**config.mk**
```make
export PLATFORM = sky130hd
export DESIGN_NAME = seq_pattern_tx
export DESIGN_NICKNAME = d
export VERILOG_FILES = /design/src/rtl/seq_pattern_tx.sv
export SDC_FILE = /design/constraint.sdc
export NUM_CORES = 1
export LEC_CHECK = 0
export BUFFER_PORTS_ARGS = -buffer_cell sky130_fd_sc_hd__buf_2
export CORE_MARGIN = 2
export CORE_UTILIZATION = 60
export CTS_BUF_LIST = sky130_fd_sc_hd__clkbuf_16
export CTS_CLUSTER_DIAMETER = 100
export CTS_CLUSTER_SIZE = 16
export DETAILED_ROUTE_END_ITERATION = 7
export GPL_ROUTABILITY_DRIVEN = 0
export GPL_TIMING_DRIVEN = 0
export PLACE_DENSITY = 0.87
export SYNTH_ARGS = -nofsm -noshare
export SYNTH_HDL_FRONTEND = slang
export SYNTH_SLANG_ARGS = --single-unit
```
**constraint.sdc**
```tcl
create_clock -name i_clk_in -period 2.9 [get_ports i_clk_in]
set_clock_uncertainty 0.1 [all_clocks]
set_input_delay 0.725 -clock i_clk_in [delete_from_list [all_inputs] [get_ports i_clk_in]]
set_output_delay 0.725 -clock i_clk_in [all_outputs]
set_load 0.01 [all_outputs]
```
**src/rtl/seq_pattern_tx.sv**
```systemverilog
// Bit-serial pattern transmitter: shifts a PATTERN_W-bit word out MSB first, one bit per
// BIT_DIV+1 clocks, with a strobe in the last clock of each bit and optional back-to-back repeat.
module seq_pattern_tx #(
    parameter int                   PATTERN_W = 5,
    parameter logic [PATTERN_W-1:0] PATTERN   = 5'b11011,
    parameter int                   BIT_DIV   = 2499999,
    parameter int                   CNT_W     = 22
) (
    input  logic                 i_clk_in,
    input  logic                 i_clear,
    input  logic                 i_load,
    input  logic [PATTERN_W-1:0] i_pattern_in,
    input  logic                 i_start,
    input  logic                 i_repeat_en,
    output logic                 o_bit_out,
    output logic                 o_bit_pulse,
    output logic [2:0]           o_bit_idx,
    output logic                 o_busy,
    output logic                 o_done
);

    localparam logic [CNT_W-1:0] DIV_MAX     = CNT_W'(BIT_DIV);
    localparam logic [2:0]       LAST_IDX    = 3'(PATTERN_W - 1);
    localparam logic             FIRST_PULSE = (BIT_DIV == 0) ? 1'b1 : 1'b0;

    typedef enum logic [0:0] {
        ST_IDLE = 1'b0,
        ST_SEND = 1'b1
    } state_t;

    state_t               r_state;
    logic [PATTERN_W-1:0] r_shadow;
    logic [PATTERN_W-1:0] r_shreg;
    logic [CNT_W-1:0]     r_div_cnt;
    logic [2:0]           r_bit_idx;
    logic                 r_bit_pulse;
    logic                 r_busy;
    logic                 r_done;

    logic [PATTERN_W-1:0] w_start_pat;
    logic [CNT_W-1:0]     w_div_inc;
    logic                 w_period_end;
    logic                 w_next_pulse;
    logic                 w_last_bit;

    // A load in the start cycle wins, so the frame carries the freshly loaded word.
    assign w_start_pat  = i_load ? i_pattern_in : r_shadow;
    assign w_div_inc    = r_div_cnt + {{(CNT_W-1){1'b0}}, 1'b1};
    assign w_period_end = (r_div_cnt == DIV_MAX);
    assign w_next_pulse = (w_div_inc == DIV_MAX);
    assign w_last_bit   = (r_bit_idx == LAST_IDX);

    // Transmit FSM; the serial bit is the shift-register MSB, cleared whenever idle.
    always_ff @(posedge i_clk_in) begin
        if (i_clear) begin
            r_state     <= ST_IDLE;
            r_shadow    <= PATTERN;
            r_shreg     <= {PATTERN_W{1'b0}};
            r_div_cnt   <= {CNT_W{1'b0}};
            r_bit_idx   <= 3'd0;
            r_bit_pulse <= 1'b0;
            r_busy      <= 1'b0;
            r_done      <= 1'b0;
        end else begin
            r_done <= 1'b0;
            case (r_state)
                ST_IDLE: begin
                    if (i_load) begin
                        r_shadow <= i_pattern_in;
                    end
                    if (i_start) begin
                        r_state     <= ST_SEND;
                        r_shreg     <= w_start_pat;
                        r_div_cnt   <= {CNT_W{1'b0}};
                        r_bit_idx   <= 3'd0;
                        r_bit_pulse <= FIRST_PULSE;
                        r_busy      <= 1'b1;
                    end
                end
                ST_SEND: begin
                    if (w_period_end) begin
                        r_div_cnt <= {CNT_W{1'b0}};
                        if (w_last_bit) begin
                            if (i_repeat_en) begin
                                r_shreg     <= r_shadow;
                                r_bit_idx   <= 3'd0;
                                r_bit_pulse <= FIRST_PULSE;
                            end else begin
                                r_state     <= ST_IDLE;
                                r_shreg     <= {PATTERN_W{1'b0}};
                                r_bit_idx   <= 3'd0;
                                r_bit_pulse <= 1'b0;
                                r_busy      <= 1'b0;
                                r_done      <= 1'b1;
                            end
                        end else begin
                            r_shreg     <= {r_shreg[PATTERN_W-2:0], 1'b0};
                            r_bit_idx   <= r_bit_idx + 3'd1;
                            r_bit_pulse <= FIRST_PULSE;
                        end
                    end else begin
                        r_div_cnt   <= w_div_inc;
                        r_bit_pulse <= w_next_pulse;
                    end
                end
                default: begin
                    r_state     <= ST_IDLE;
                    r_shreg     <= {PATTERN_W{1'b0}};
                    r_div_cnt   <= {CNT_W{1'b0}};
                    r_bit_idx   <= 3'd0;
                    r_bit_pulse <= 1'b0;
                    r_busy      <= 1'b0;
                end
            endcase
        end
    end

    assign o_bit_out   = r_shreg[PATTERN_W-1];
    assign o_bit_pulse = r_bit_pulse;
    assign o_bit_idx   = r_bit_idx;
    assign o_busy      = r_busy;
    assign o_done      = r_done;

endmodule

```
After elaboration in Yosys (flattened, before gate mapping)
Cells that the tools add are included.
- $add $sub $neg: 2
- equality and inequality tests: 7
- muxes and demuxes: 27
- bitwise logic cells: 3
- reductions and logical operators: 3
- operators by type and width (kind ; count):
    equality test 22 bit (second input constant) ; 2
    2-to-1 mux 22 bit ; 2
    case mux 22 bit (2 select lines) ; 1
    2-to-1 mux 5 bit ; 5
    adder 22 x 1 -> 22 bit (second input constant) ; 1
    2-to-1 mux 1 bit ; 11
    case mux 5 bit (2 select lines) ; 1
    2-to-1 mux 3 bit ; 3
    case mux 1 bit (2 select lines) ; 3
    case mux 3 bit (2 select lines) ; 1
    inequality test 2 x 1 -> 1 bit (second input constant) ; 2
    inequality test 2 bit (second input constant) ; 2
    AND reduction 4 bit ; 1
    OR reduction 4 bit ; 1
    adder 3 x 1 -> 3 bit (second input constant) ; 1
    equality test 3 bit (second input constant) ; 1
    NOT 1 bit ; 3
    AND reduction 2 bit ; 1
- register bits after elaboration: 39
- bits of input ports: 10
- output and inout port bits: 7

Longest topological paths before layout
- depth after elaboration: 4
- depth in mapped cells: 8
- gate-level depth less buffers: 7

Worst setup path after synthesis
No wires, ideal clock.
- path kind: flip-flop to flip-flop
- start point: reg r_div_cnt[1]
- end point: reg r_bit_pulse, in the netlist o_bit_pulse
- data arrival time: 1865 ps
- required time: 2683 ps
- slack: 818 ps
- stages on the path, launching flop included: 8
- cell sequence: dfxtp_1 -> ha_1 -> nand3_1 -> nor4_4 -> nor3b_1 -> nor4_1 -> nand4_1 -> o21ai_1
- longest elaborated chain between the ends: 4
- ends and longest elaborated chain (element ; RTL line ; RTL):
    start, declared ; 34 ; logic [CNT_W-1:0] r_div_cnt;
    start signal, assigned ; 59 ; r_div_cnt <= {CNT_W{1'b0}};
    start signal, assigned ; 74 ; r_div_cnt <= {CNT_W{1'b0}};
    start signal, assigned ; 82 ; r_div_cnt <= {CNT_W{1'b0}};
    adder 22 x 1 -> 22 bit ; 48 ; assign w_div_inc = r_div_cnt + {{(CNT_W-1){1'b0}}, 1'b1};
    equality test 22 bit ; 50 ; assign w_next_pulse = (w_div_inc == DIV_MAX);
    2-to-1 mux 1 bit (*) ; 81 ; if (w_period_end) begin
    case mux 1 bit (2 select lines) (*) ; 66 ; case (r_state)
    end signal, assigned ; 103 ; r_bit_pulse <= w_next_pulse;
    end, declared ; 36 ; logic r_bit_pulse;
Every way passes the cells marked *; elsewhere a longest branch is shown, timed or not.
A chain may end at the register's enable or synchronous reset.

Final worst setup path
Same ends and word-level chain as after synthesis.

==> impl_metrics.yaml <==
finish:
  final_core_util: 0.710
  drive_above_1_share: 0.210
  areaGrowthSynthToFinish_pct: 12.2
  n_antenna_cell: 0
  fin_cells: 378
  fin_nets: 342
  finalInstanceArea_um2: 2880
yosys:
  yosysSeqAreaShare: 0.304
  synth_top_cell_by_area: "dfxtp_1"
  synth_area_leaders: "dfxtp_1, a21oi_1, nor2_1"
  synth_edf_count: 0
  synthCells: 304
  async_reset_ff_frac: 0
  avgSynthCellArea_um2: 8.45
  synth_ff_type: "dfxtp_1"
  ys_ff_latch: 39
  synth_nets: 319
  yosysWarnings: 0
  synth_cell_type_count: 67
  synth_area_um2: 2570
  synth_top_area_frac: 0.304
cts:
  clock_latency_ns: 0.29
  cts-root-buf: "clkbuf_16"
  cts-htree-levels: 2
  cts.sinks: 39
  cts_buffer_depth: 2
  hold_buffers: 0
  cts-buffers-inserted: 5
  cts_setup_buffers: 0
  path_clk_slew_ns: 0.06
  cts.repair.resized: 0
  cts_tree: "yes"
critical_path:
  cp_slowest_cell: "dfxtp_1"
  r2r-end: "o_bit_pulse"
  endpoint: "o_bit_pulse"
  cp-start-kind: "flop"
  worstSetupPathType: "reg -> reg"
  startpoint: "r_div_cnt[1]"
  reg2reg_depth: 7
  crit_fanout: 9
  worstPathArrival_ns: 2.72
  cp.depth: 7
  worstPathBufferInverterCount: 0
  crit_family: "simple AND/OR/NAND/NOR gates"
  slowest_delay_ns: 0.53
  required_ns: 3.02
  r2r_start: "r_div_cnt[1]"
  cp-end-kind: "flop"
  r2r_setup_slack_ns: 0.30
  cp_cell_sequence: "ha_1, nand3_1, nor4_4, a41oi_1, nor4_1, nand4_1, o21ai_1"
pwr:
  p_sw_frac: 0.250
  p_sw_mw: 0.338
  p_leak_nw: 1.12
  ir_drop_mv: 0.409
  intPower_mw: 1.02
  p_total_mw: 1.36
  cellPowerDensity_nw_per_um2: 471
  combPwrFrac: 0.107
  pwr-share-clk: 0.477
  p_seq_frac: 0.416
job:
  cap_violations: 0
timing:
  holdWs_ns: 0.389
  hold_viol_final: 0
  tns_ns: 0
  worstMarginPinSlew_ns: 0.640
  finalSetupViolCount: 0
  max-slew-margin-rel: 0.569
  rsz0062_at_grt: "false"
  fmax_mhz: 385
  min_period_over_period: 0.896
  slew_violations: 0
  period_needed_ns: 2.60
  setup_ws_ns: 0.301
global_routing:
  grt_pass1_vias: 2292
  grt_pass1_wl_um: 10800
  overflow: 0
  grt_use_total: 0.277
  antenna_found_initial: 0
  grt_max_degree: 15
floorplan:
  core_area_um2: 4060
  io_pins: 17
  die_height_um: 69.4
  dieArea_um2: 4820
  rows: 23
  die_x_um: 69.4
  start_util: 0.633
placed_design:
  dpl.hpwl_um: 4520
  placed_area_um2: 2710
  dpl_worst_slack_ns: 0.414
  dpl.cell_count: 370
  portBuffers: 16
drt:
  drcViolationCount: 0
  drt_iter0_drc: 272
  firstDrtPassIters: 5
  wl_um: 6540
  detail-route-antenna-nets: 0
  via_count: 2486
  wl_per_cell_um: 17.3
  via_per_inst: 6.58
status:
  status: "finished clean"
min_path:
  holdCritPathClass: "reg -> reg"
[metal layers]
layer / vias up / GRT usage / wire, um
met5: - / 0 / 0
met4: 0 / 0.113 / 160
met3: 19 / 0.0538 / 476
li1: 1160 / - / -
met2: 124 / 0.446 / 3040
met1: 1183 / 0.363 / 2860
[how the worst min path moves through the flow]
stage,endpoint,startpoint,cells after the start,slack [ns]
after floorplan,r_shadow[4],r_shadow[4],2,0.34
after global placement,r_shadow[4],r_shadow[4],2,0.36
after detailed placement,o_bit_pulse,o_bit_pulse,2,0.38
after CTS,o_bit_pulse,o_bit_pulse,2,0.39
after global routing,o_bit_pulse,o_bit_pulse,2,0.41
final,r_shadow[4],r_shadow[4],2,0.39
[cell usage after synthesis, types with 3 or more instances]
cell	n
a211o_1	3
a211oi_2	3
a21oi_1	27
a222oi_1	3
a22oi_1	3
a31oi_1	4
a41oi_1	4
buf_2	5
buf_4	5
clkbuf_1	6
clkbuf_8	5
dfxtp_1	39
ha_1	5
inv_1	9
mux2_2	5
nand2_1	17
nand3_1	11
nand3b_1	5
nand4_1	7
nor2_1	31
nor2b_1	7
nor3_1	12
nor3b_1	4
nor4_1	5
o21ai_0	16
or3_1	4
xnor2_1	5
xor2_1	4
[flip-flops by register name (all words and copies together) (netlist names)]
name / cells
r_state: 1
o_bit_pulse: 1
r_shadow: 5
o_done: 1
o_busy: 1
r_shreg: 5
o_bit_idx: 3
r_div_cnt: 22
[area by class of cell]
cell class,instances,area [um2]
repair buffers,16,80.1
multi-input cells,233,1580
clock inverters,3,46.3
fillers,325,1180
well taps,50,62.6
clock buffers,5,125
inverters,9,33.8
flip-flops and latches,39,781
plain buffers,23,170
[worst reg2reg max path, cell delays in order, from the launching register on]
cell	delay [ns]
dfxtp_1	0.53
ha_1	0.42
nand3_1	0.27
nor4_4	0.49
a41oi_1	0.17
nor4_1	0.21
nand4_1	0.17
o21ai_1	0.17
[power by group through the flow]
stage | Sequential (mW) | Combinational (mW) | Clock [mW]
final | 0.564 | 0.145 | 0.647
after global routing | 0.566 | 0.157 | 0.666
after CTS | 0.564 | 0.143 | 0.647
after detailed placement | 0.576 | 0.141 | 0
after global placement | 0.575 | 0.137 | 0
after floorplan | 0.575 | 0.0992 | 0
[layout by cell type, fill, tap and decap left out, types with 6 or more instances in the layout]
cell type  Yosys  routed
nand2_1       17      17
a21oi_1       27      27
o21ai_0       16      16
nor3_1        12      12
buf_2          5      21
clkbuf_1       6       6
dfxtp_1       39      39
nand3_1       11      11
nor2b_1        7       7
nor2_1        31      31
nand4_1        7       7
inv_1          9       9
[logic make-up after synthesis]
logic type               Yosys count  synth area share
AO/OA/AOI/OAI                     81             0.212
XOR/XNOR                           9            0.0307
flip-flops                        39             0.304
AND/OR/NAND/NOR                  132             0.324
buffers and inverters             32            0.0794
multiplexers                       6            0.0258
adder cells (fa/ha/maj)            5            0.0244
Power figures use the tool's default switching activity.
